$ cat src/rtl/sa_feeder_pkg.sv
// Shared types and sizing helpers for the systolic-array skew feeder.
package sa_feeder_pkg;

  localparam int PE_SIZE_DEF    = 16;
  localparam int DATA_WIDTH_DEF = 8;

  typedef logic [DATA_WIDTH_DEF-1:0] lane_t;

  // Width able to hold the values 0..depth inclusive.
  function automatic int cnt_w(input int depth);
    return $clog2(depth + 1);
  endfunction

  function automatic int ptr_w(input int depth);
    return (depth > 1) ? $clog2(depth) : 1;
  endfunction

endpackage

$ cat src/rtl/skew_delay_line.sv
// Per-lane data+valid shift chain of DEPTH stages (DEPTH=0 is a wire); async active-high clear.
// No backpressure: shifts every cycle. Data behaviour on invalid stages follows SA_SKEW_FEEDER_ZERO_FILL_EN.
module skew_delay_line #(
  parameter int DEPTH      = 1,
  parameter int DATA_WIDTH = 8
) (
  input  logic                  clk,
  input  logic                  rst,
  input  logic [DATA_WIDTH-1:0] data_i,
  input  logic                  vld_i,
  output logic [DATA_WIDTH-1:0] data_o,
  output logic                  vld_o,
  output logic                  busy_o
);

  if (DEPTH == 0) begin : g_wire
    logic unused_clk_rst;
    assign unused_clk_rst = clk ^ rst;
    assign data_o = data_i;
    assign vld_o  = vld_i;
    assign busy_o = 1'b0;
  end else begin : g_chain
    logic [DEPTH-1:0]              vld_q;
    logic [DEPTH*DATA_WIDTH-1:0]   dat_q;
    // Index 0 is the chain input, index DEPTH the oldest stage (the lane output).
    logic [DEPTH:0]                vld_d;
    logic [(DEPTH+1)*DATA_WIDTH-1:0] dat_d;

    assign vld_d = {vld_q, vld_i};
    assign dat_d = {dat_q, data_i};

    always_ff @(posedge clk or posedge rst) begin
      if (rst) begin
        vld_q <= '0;
        dat_q <= '0;
      end else begin
        vld_q <= vld_d[DEPTH-1:0];
        for (int j = 0; j < DEPTH; j++) begin
`ifdef SA_SKEW_FEEDER_ZERO_FILL_EN
          dat_q[j*DATA_WIDTH +: DATA_WIDTH] <= vld_d[j] ? dat_d[j*DATA_WIDTH +: DATA_WIDTH] : '0;
`else
          if (vld_d[j]) dat_q[j*DATA_WIDTH +: DATA_WIDTH] <= dat_d[j*DATA_WIDTH +: DATA_WIDTH];
`endif
        end
      end
    end

    assign data_o = dat_d[DEPTH*DATA_WIDTH +: DATA_WIDTH];
    assign vld_o  = vld_d[DEPTH];
    assign busy_o = |vld_q;
  end

endmodule

$ cat src/rtl/sa_skew_feeder.sv
// Row FIFO + diagonal skew into the systolic array; lane k valid k+1 cycles after the read edge.
// No backpressure: full drops writes (sticky overflow_o), empty ignores reads (sticky underflow_o).
// Optional SA_SKEW_FEEDER_ZERO_FILL_EN: invalid lanes drive zero instead of holding stale data.
module sa_skew_feeder
  import sa_feeder_pkg::*;
#(
  parameter  int PE_SIZE    = PE_SIZE_DEF,
  parameter  int DATA_WIDTH = DATA_WIDTH_DEF,
  parameter  int FIFO_DEPTH = 16,
  localparam int ROW_WIDTH  = PE_SIZE * DATA_WIDTH,
  localparam int CW         = cnt_w(FIFO_DEPTH)
) (
  input  logic                 clk,
  input  logic                 rst,
  input  logic                 wren_i,
  input  logic [ROW_WIDTH-1:0] wdata_i,
  input  logic                 rden_i,
  output logic [ROW_WIDTH-1:0] sa_data_o,
  output logic [PE_SIZE-1:0]   sa_valid_o,
  output logic [CW-1:0]        count_o,
  output logic                 full_o,
  output logic                 empty_o,
  output logic                 busy_o,
  output logic                 overflow_o,
  output logic                 underflow_o
);

  localparam int PW = ptr_w(FIFO_DEPTH);

  logic [ROW_WIDTH-1:0] mem_q [FIFO_DEPTH];
  logic [PW-1:0]        wptr_q, wptr_d, rptr_q, rptr_d;
  logic [CW-1:0]        count_q, count_d;
  logic                 ovf_q, udf_q;
  logic [ROW_WIDTH-1:0] launch_q;
  logic                 launch_vld_q;
  logic                 wr_acc, rd_acc;
  logic [PE_SIZE-1:0]   lane_busy;

  function automatic logic [PW-1:0] ptr_inc(input logic [PW-1:0] p);
    return (p == PW'(FIFO_DEPTH - 1)) ? '0 : p + 1'b1;
  endfunction

  assign full_o  = (count_q == CW'(FIFO_DEPTH));
  assign empty_o = (count_q == '0);
  // A same-cycle read frees the slot for the write; no bypass into an empty FIFO.
  assign wr_acc  = wren_i && (!full_o || rden_i);
  assign rd_acc  = rden_i && !empty_o;

  always_comb begin
    wptr_d  = wptr_q;
    rptr_d  = rptr_q;
    count_d = count_q;
    if (wr_acc) wptr_d = ptr_inc(wptr_q);
    if (rd_acc) rptr_d = ptr_inc(rptr_q);
    if (wr_acc && !rd_acc)      count_d = count_q + 1'b1;
    else if (rd_acc && !wr_acc) count_d = count_q - 1'b1;
  end

  always_ff @(posedge clk) begin
    if (wr_acc) mem_q[wptr_q] <= wdata_i;
  end

  always_ff @(posedge clk or posedge rst) begin
    if (rst) begin
      wptr_q       <= '0;
      rptr_q       <= '0;
      count_q      <= '0;
      ovf_q        <= 1'b0;
      udf_q        <= 1'b0;
      launch_q     <= '0;
      launch_vld_q <= 1'b0;
    end else begin
      wptr_q       <= wptr_d;
      rptr_q       <= rptr_d;
      count_q      <= count_d;
      ovf_q        <= ovf_q | (wren_i && !wr_acc);
      udf_q        <= udf_q | (rden_i && !rd_acc);
      launch_vld_q <= rd_acc;
      if (rd_acc) launch_q <= mem_q[rptr_q];
`ifdef SA_SKEW_FEEDER_ZERO_FILL_EN
      else        launch_q <= '0;
`endif
    end
  end

  for (genvar k = 0; k < PE_SIZE; k++) begin : g_lane
    skew_delay_line #(
      .DEPTH      (k),
      .DATA_WIDTH (DATA_WIDTH)
    ) u_dly (
      .clk    (clk),
      .rst    (rst),
      .data_i (launch_q[k*DATA_WIDTH +: DATA_WIDTH]),
      .vld_i  (launch_vld_q),
      .data_o (sa_data_o[k*DATA_WIDTH +: DATA_WIDTH]),
      .vld_o  (sa_valid_o[k]),
      .busy_o (lane_busy[k])
    );
  end

  assign busy_o      = launch_vld_q | (|lane_busy);
  assign count_o     = count_q;
  assign overflow_o  = ovf_q;
  assign underflow_o = udf_q;

endmodule

$ cat config.mk
export PLATFORM = sky130hd
export DESIGN_NAME = sa_skew_feeder
export DESIGN_NICKNAME = d
export VERILOG_FILES = /design/src/rtl/sa_feeder_pkg.sv /design/src/rtl/skew_delay_line.sv /design/src/rtl/sa_skew_feeder.sv
export SDC_FILE = /design/constraint.sdc
export NUM_CORES = 2
export LEC_CHECK = 0
export ABC_AREA = 1
export CAP_MARGIN = 20
export CORE_MARGIN = 1
export CORE_UTILIZATION = 35
export DETAILED_ROUTE_END_ITERATION = 10
export DONT_BUFFER_PORTS = 1
export PLACE_DENSITY_LB_ADDON = 0.12
export SLEW_MARGIN = 20
export SYNTH_ARGS = -nofsm -noshare
export SYNTH_HDL_FRONTEND = slang
export SYNTH_SLANG_ARGS = --single-unit
$ cat constraint.sdc
create_clock -name clk -period 33.8 [get_ports clk]
set_input_delay 3.38 -clock clk [delete_from_list [all_inputs] [get_ports clk]]
set_output_delay 3.38 -clock clk [all_outputs]
set_load 0.03 [all_outputs]
======== After elaboration in Yosys (flattened, before gate mapping) ========
Memory sizes are Yosys's and may differ from the RTL's. A register that Yosys moved wholly into a read port is not among the register bits.
Cells that the tools add are included.
word-level totals
  bits in latches ......................... 0
  memory bits (read-only) ................. 0
  memory bits (writable) .................. 2,048
  flip-flop bits (word level) ............. 1,096
  output and inout bits ................... 154
  memories kept ........................... 1
memories
  memory  words  bits a word  read ports  clocked after Yosys merged registers in  wr ports  RTL line              text
  mem_q   16     128          1           1                                        1         sa_skew_feeder.sv:30  logic [ROW_WIDTH-1:0] mem_q [FIFO_DEPTH];
cells by class
  mux-type cells .......................... 6
  multiply operators ...................... 0
  reductions and logical operators ........ 14
  $add $sub $neg .......................... 4
  bitwise gates (word level) .............. 3
  div/mod/pow operators ................... 0
  equality and inequality tests ........... 3
  magnitude comparators ................... 0
  shifts and indexed selects .............. 0
operators by type and width
  operator                                                             number
  120-bit OR reduction                                                 1
  5-bit 2-to-1 mux                                                     2
  4-bit by 1-bit adder with 4-bit output (second input constant)       2
  4-bit == test (second input constant)                                2
  4-bit 2-to-1 mux                                                     2
  1-bit logical AND                                                    6
  5-bit by 1-bit adder with 5-bit output (second input constant)       1
  5-bit == test (second input constant)                                1
  5-bit logical NOT                                                    1
  5-bit by 1-bit subtractor with 5-bit output (second input constant)  1
  1-bit logical NOT                                                    4
  1-bit OR                                                             3
  1-bit 2-to-1 mux                                                     2
  2-bit nonzero test                                                   1
  1-bit logical OR                                                     1

======== Longest topological paths before layout ========
  depth in word-level cells ............... 8
  gate-level depth with buffers ........... 14
  gate-level depth less buffers ........... 13

======== Hierarchy ========
From an unflattened synthesis, not the netlist that was laid out.
second synthesis, totals
  cells, all modules ...................... 12,843
  area, all modules ....................... 133,152.7 µm²
modules (own cells, without submodules)
  module                              cells each  area each (µm²)  times used
  sa_skew_feeder                      8,804       92,078.3         1
  skew_delay_line (g_lane[15].u_dly)  489         5,116.2          1
  skew_delay_line (g_lane[14].u_dly)  457         4,685.7          1
  skew_delay_line (g_lane[13].u_dly)  425         4,430.5          1
  skew_delay_line (g_lane[12].u_dly)  391         4,078.9          1
  skew_delay_line (g_lane[11].u_dly)  362         3,778.6          1
  skew_delay_line (g_lane[10].u_dly)  330         3,380.7          1
  skew_delay_line (g_lane[9].u_dly)   296         3,057.9          1
  skew_delay_line (g_lane[8].u_dly)   266         2,711.4          1
  skew_delay_line (g_lane[7].u_dly)   235         2,399.8          1
  skew_delay_line (g_lane[6].u_dly)   217         2,099.5          1
  skew_delay_line (g_lane[5].u_dly)   175         1,725.4          1
  skew_delay_line (g_lane[4].u_dly)   152         1,396.3          1
  skew_delay_line (g_lane[3].u_dly)   116         1,062.3          1
  +3 rows                             n/a         n/a              n/a

======== Worst setup path before layout ========
Ideal clock, no wire load.
  path kind ............................... input port to flip-flop
  start ................................... input port rden_i
  end ..................................... memory mem_q[0][0] in the netlist's numbering, enable pin
  arrival time ............................ 9,373 ps
  slack ................................... 23,810 ps
  path buffers ............................ 1
  setup time .............................. 617 ps
  stages on the path ...................... 5
  required time ........................... 33,183 ps
  cells stage by stage .................... inv_1 > a21oi_1 > clkbuf_1 > nand2_1 > nor2_1
between the ends
  word-level cells in the longest chain between the ends .. 4
RTL lines
  what                                    RTL line              text
  start: declaration                      sa_skew_feeder.sv:17  input logic rden_i,
  1-bit logical OR                        sa_skew_feeder.sv:46  assign wr_acc = wren_i && (!full_o || rden_i);
  1-bit logical AND                       sa_skew_feeder.sv:46
  via wr_acc                              sa_skew_feeder.sv:36  logic wr_acc, rd_acc;
  1-bit 2-to-1 mux                        sa_skew_feeder.sv:60  if (wr_acc) mem_q[wptr_q] <= wdata_i;
  1-bit 2-to-1 mux (implied by the code)  sa_skew_feeder.sv:60
  end: declaration                        sa_skew_feeder.sv:30
The timed path passes the listed nets, and every way through them passes these cells.

======== Worst setup path in the final report ========
  start ................................... register g_lane[13].u_dly.g_chain.vld_q[7]
  end ..................................... output port busy_o
between the ends
  word-level cells in the longest chain between the ends .. 2
RTL lines
  what                      RTL line               text
  start: declaration        skew_delay_line.sv:23  logic [DEPTH-1:0] vld_q;
  start signal: assignment  skew_delay_line.sv:37  vld_q <= vld_d[DEPTH-1:0];
  120-bit OR reduction      sa_skew_feeder.sv:101  assign busy_o = launch_vld_q | (|lane_busy);
  1-bit OR                  sa_skew_feeder.sv:101
  end: declaration          sa_skew_feeder.sv:23   output logic busy_o,
No other way between the ends.

==> results.yml <==
outcome:
  status: "complete, no violations"
sta:
  tns_ns: 0
  setup_viol: 0
  finClkSkew_ns: 0.0495
  max_freq_mhz: 167
  worstMarginPinSlew_ns: 1.28
  min_period_ns: 5.98
  final_hold_viol_count: 0
  rsz0062_at_grt: "false"
  relSlewSlack_pct: 14.4
  post-route-period-util_pct: 17.7
  slew_violations: 0
global_routing:
  gr-total-overflow: 0
  grt_pass1_wl_um: 517000
  grt_max_degree: 231
  grt_pass1_vias: 75400
  grt_usage_pct: 19.3
  antenna_found_initial: 30
clocking:
  clk_latency_ns: 0.93
  cts_tree: "done"
  cts_num_sinks: 3167
  clock_path_buffers: 4
  cts_made_buffers: 356
  cts_hold_buf: 0
  cts.repair.resized: 0
  htree_levels: 5
  cts_setup_buffers: 0
  clkTransAtPathRegs_ns: 0.06
  cts-root-buf: "clkbuf_16"
die:
  dieArea_sq_um: 357000
  start_util_pct: 35.2
  die_w_um: 598
  core_sq_um: 353000
  die_y_um: 598
  rows: 218
  ios: 286
critical_path:
  arrival_ns: 2.60
  critPathSlowestCell: "nor4_1"
  critPathLaunchType: "flip-flop"
  reg2reg_depth: 11
  reg2reg_to: "launch_q[112]"
  worstPathRequired_ns: 30.42
  critical_path.max_fanout: 52
  crit_chain: "buf_4 > nor4_1 > nand4_1"
  crit_buf_inv: 1
  slowest_delay_ns: 0.55
  reg2reg_slack_ns: 29.36
  worstReg2RegStart: "rptr_q[0]"
  path_class: "flip-flop to output port"
  cp-end-kind: "output port"
  crit_end: "busy_o"
  path_delay_family: "simple AND/OR/NAND/NOR gates"
  cp.depth: 3
  critPathLaunch: "g_lane[13].u_dly.g_chain.vld_q[7]"
synth:
  synth_fa_ha_area_share_pct: 0.107
  synthTopCellsByArea: "edfxtp_1 49%, dfrtp_1 23%, nand2_1 9.9%, o21ai_0 4.8%, inv_1 2.4%"
  ys_seq_area_share_pct: 72.0
  yosysWarningCount: 0
  syn-mean-instance-area_sq_um: 11.2
  synth_area_sq_um: 124000
  ys_ff_latch: 3167
  synth-xor-area-share_pct: 0.0352
  synth.net_count: 11200
  synthSimpleGateAreaFrac_pct: 14.7
  yosys.area.top_type_share_pct: 49.5
  synth.distinct_cells: 31
  syn_inst: 11100
  synth_compound_area_share_pct: 7.22
  synth_top_area_cell: "edfxtp_1"
  synth_top_family_by_area: "simple AND/OR/NAND/NOR gates"
  synth_mux_area_share_pct: 0.544
final_layout:
  mostFrequentLayoutCells: "3,275 x nand2_1, 2,048 x edfxtp_1, 1,188 x o21ai_0"
  drive_gt1_share_pct: 6.90
  final_common_cell: "nand2_1"
  layout.nets: 10900
  design_area_sq_um: 140000
  area_growth_pct: 12.4
routing:
  wl_um: 348000
  dr_total_vias: 76100
  post-route-drc-count: 0
  firstDrtPassIters: 5
  avgViaCountPerCell: 4.81
  drt_iter0_markers: 5492
  routedWlPerCell_um: 22.0
  final_antenna_net_count: 0
pwr:
  leakage_nw: 55.1
  powerDensity_nw_per_um2: 91.5
  irDropWorstVdd_mv: 0.0867
placed_design:
  routabilityCongestion: 0.768
  dpl_cell_area_sq_um: 128000
  io_buffers: 0
  dp.final_hpwl_um: 195000
worst_hold_path:
  hold_class: "flip-flop to flip-flop"
flow_run:
  cap_viol_max_count: 0
[metrics by stage]
step | util, % | hold WS, ns | total power [W] | setup slack [ns] | instances
after floorplan | - | 0.373 | 0.00788 | 14.98 | 11100
after global placement | 36.2 | 0.463 | 0.00903 | 26.38 | 15200
after detailed placement | 36.2 | 0.459 | 0.00904 | 26.32 | 15200
after CTS | 39.5 | 0.472 | 0.0130 | 27.32 | 15800
after global routing | 39.6 | 0.492 | 0.0136 | 27.53 | 15800
final | 39.6 | 0.469 | 0.0128 | 27.82 | 15800
[report_power, final]
part | internal, W | total [W] | switching [W]
registers | 0.00499 | 0.00567 | 0.000678
logic | 0.000902 | 0.00323 | 0.00233
clock network | 0.00228 | 0.00388 | 0.00159
total | 0.00817 | 0.0128 | 0.00460
[logic make-up after synthesis]
logic type / count (synthesis)
flip-flops: 3167
multiplexers: 60
AND/OR/NAND/NOR: 4656
adder cells (fa/ha/maj): 10
buffers and inverters: 1567
AO/OA/AOI/OAI: 1620
XOR/XNOR: 5
[synth_stat cells (all sizes together)]
cell type,n
a31o,1
xor2,4
a21oi,59
a21boi,1
o211ai,342
nand2,3276
o21bai,1
nand3b,1
dfrtp,1119
o22a,1
buf,395
nand3,585
edfxtp,2048
ha,9
mux2,60
fa,1
nor2,788
inv,795
o21ai,1215
nand4,2
xnor2,1
nor4,4
clkinv,6
clkbuf,371
[layer usage]
metal | part of all wire, % | vias up | global-route usage [%] | wire, um
met4 | 2.5 | 12 | 5.14 | 8810
met5 | 0.024 | - | 0 | 82
li1 | - | 36400 | - | -
met3 | 5.4 | 459 | 3.31 | 18600
met2 | 45 | 1605 | 30.1 | 156000
met1 | 47 | 37700 | 27.7 | 164000
[sequential cells by signal, indices dropped and copies added (netlist names), 4 cells and up]
register,count
count_o,5
g_lane.u_dly.data_o,8
g_lane.u_dly.g_chain.dat_q,952
g_lane.u_dly.g_chain.vld_q,15
launch_q,128
mem_q,2048
rptr_q,4
wptr_q,4
[worst min-delay path by stage]
stage,start,endpoint,cells past startpoint
global route,g_lane[12].u_dly.g_chain.dat_q[46],g_lane[12].u_dly.g_chain.dat_q[54],2
floorplan,g_lane[13].u_dly.g_chain.vld_q[9],g_lane[13].u_dly.g_chain.vld_q[10],0
finish,g_lane[13].u_dly.g_chain.dat_q[81],g_lane[13].u_dly.g_chain.dat_q[89],2
detailed placement,g_lane[11].u_dly.g_chain.dat_q[34],g_lane[11].u_dly.g_chain.dat_q[34],2
CTS,g_lane[11].u_dly.g_chain.dat_q[35],g_lane[11].u_dly.g_chain.dat_q[43],2
global placement,g_lane[11].u_dly.g_chain.dat_q[34],g_lane[11].u_dly.g_chain.dat_q[34],2
[worst register-to-register path: stages (launching register included)]
cell     delay, ns
dfrtp_4       0.78
buf_4         0.81
buf_4         0.87
buf_4         0.92
nor2_1        0.24
nor2_1        0.11
o21ai_0       0.20
nand2_1       0.16
nand2_1       0.06
nand2_1       0.09
nand2_1       0.05
nand3_1       0.11
[area by class of cell]
class                   count  area [sq um]
fillers                 33900        213000
flip-flops and latches   3167         89500
multi-input cells        6351         28200
clock buffers             491          9980
well taps                4730          5920
inverters                 801          3040
clock inverters           162          1730
repair buffers            128          1220
diodes                      2          5.00
Note: power is estimated with default switching activity, not from simulation.
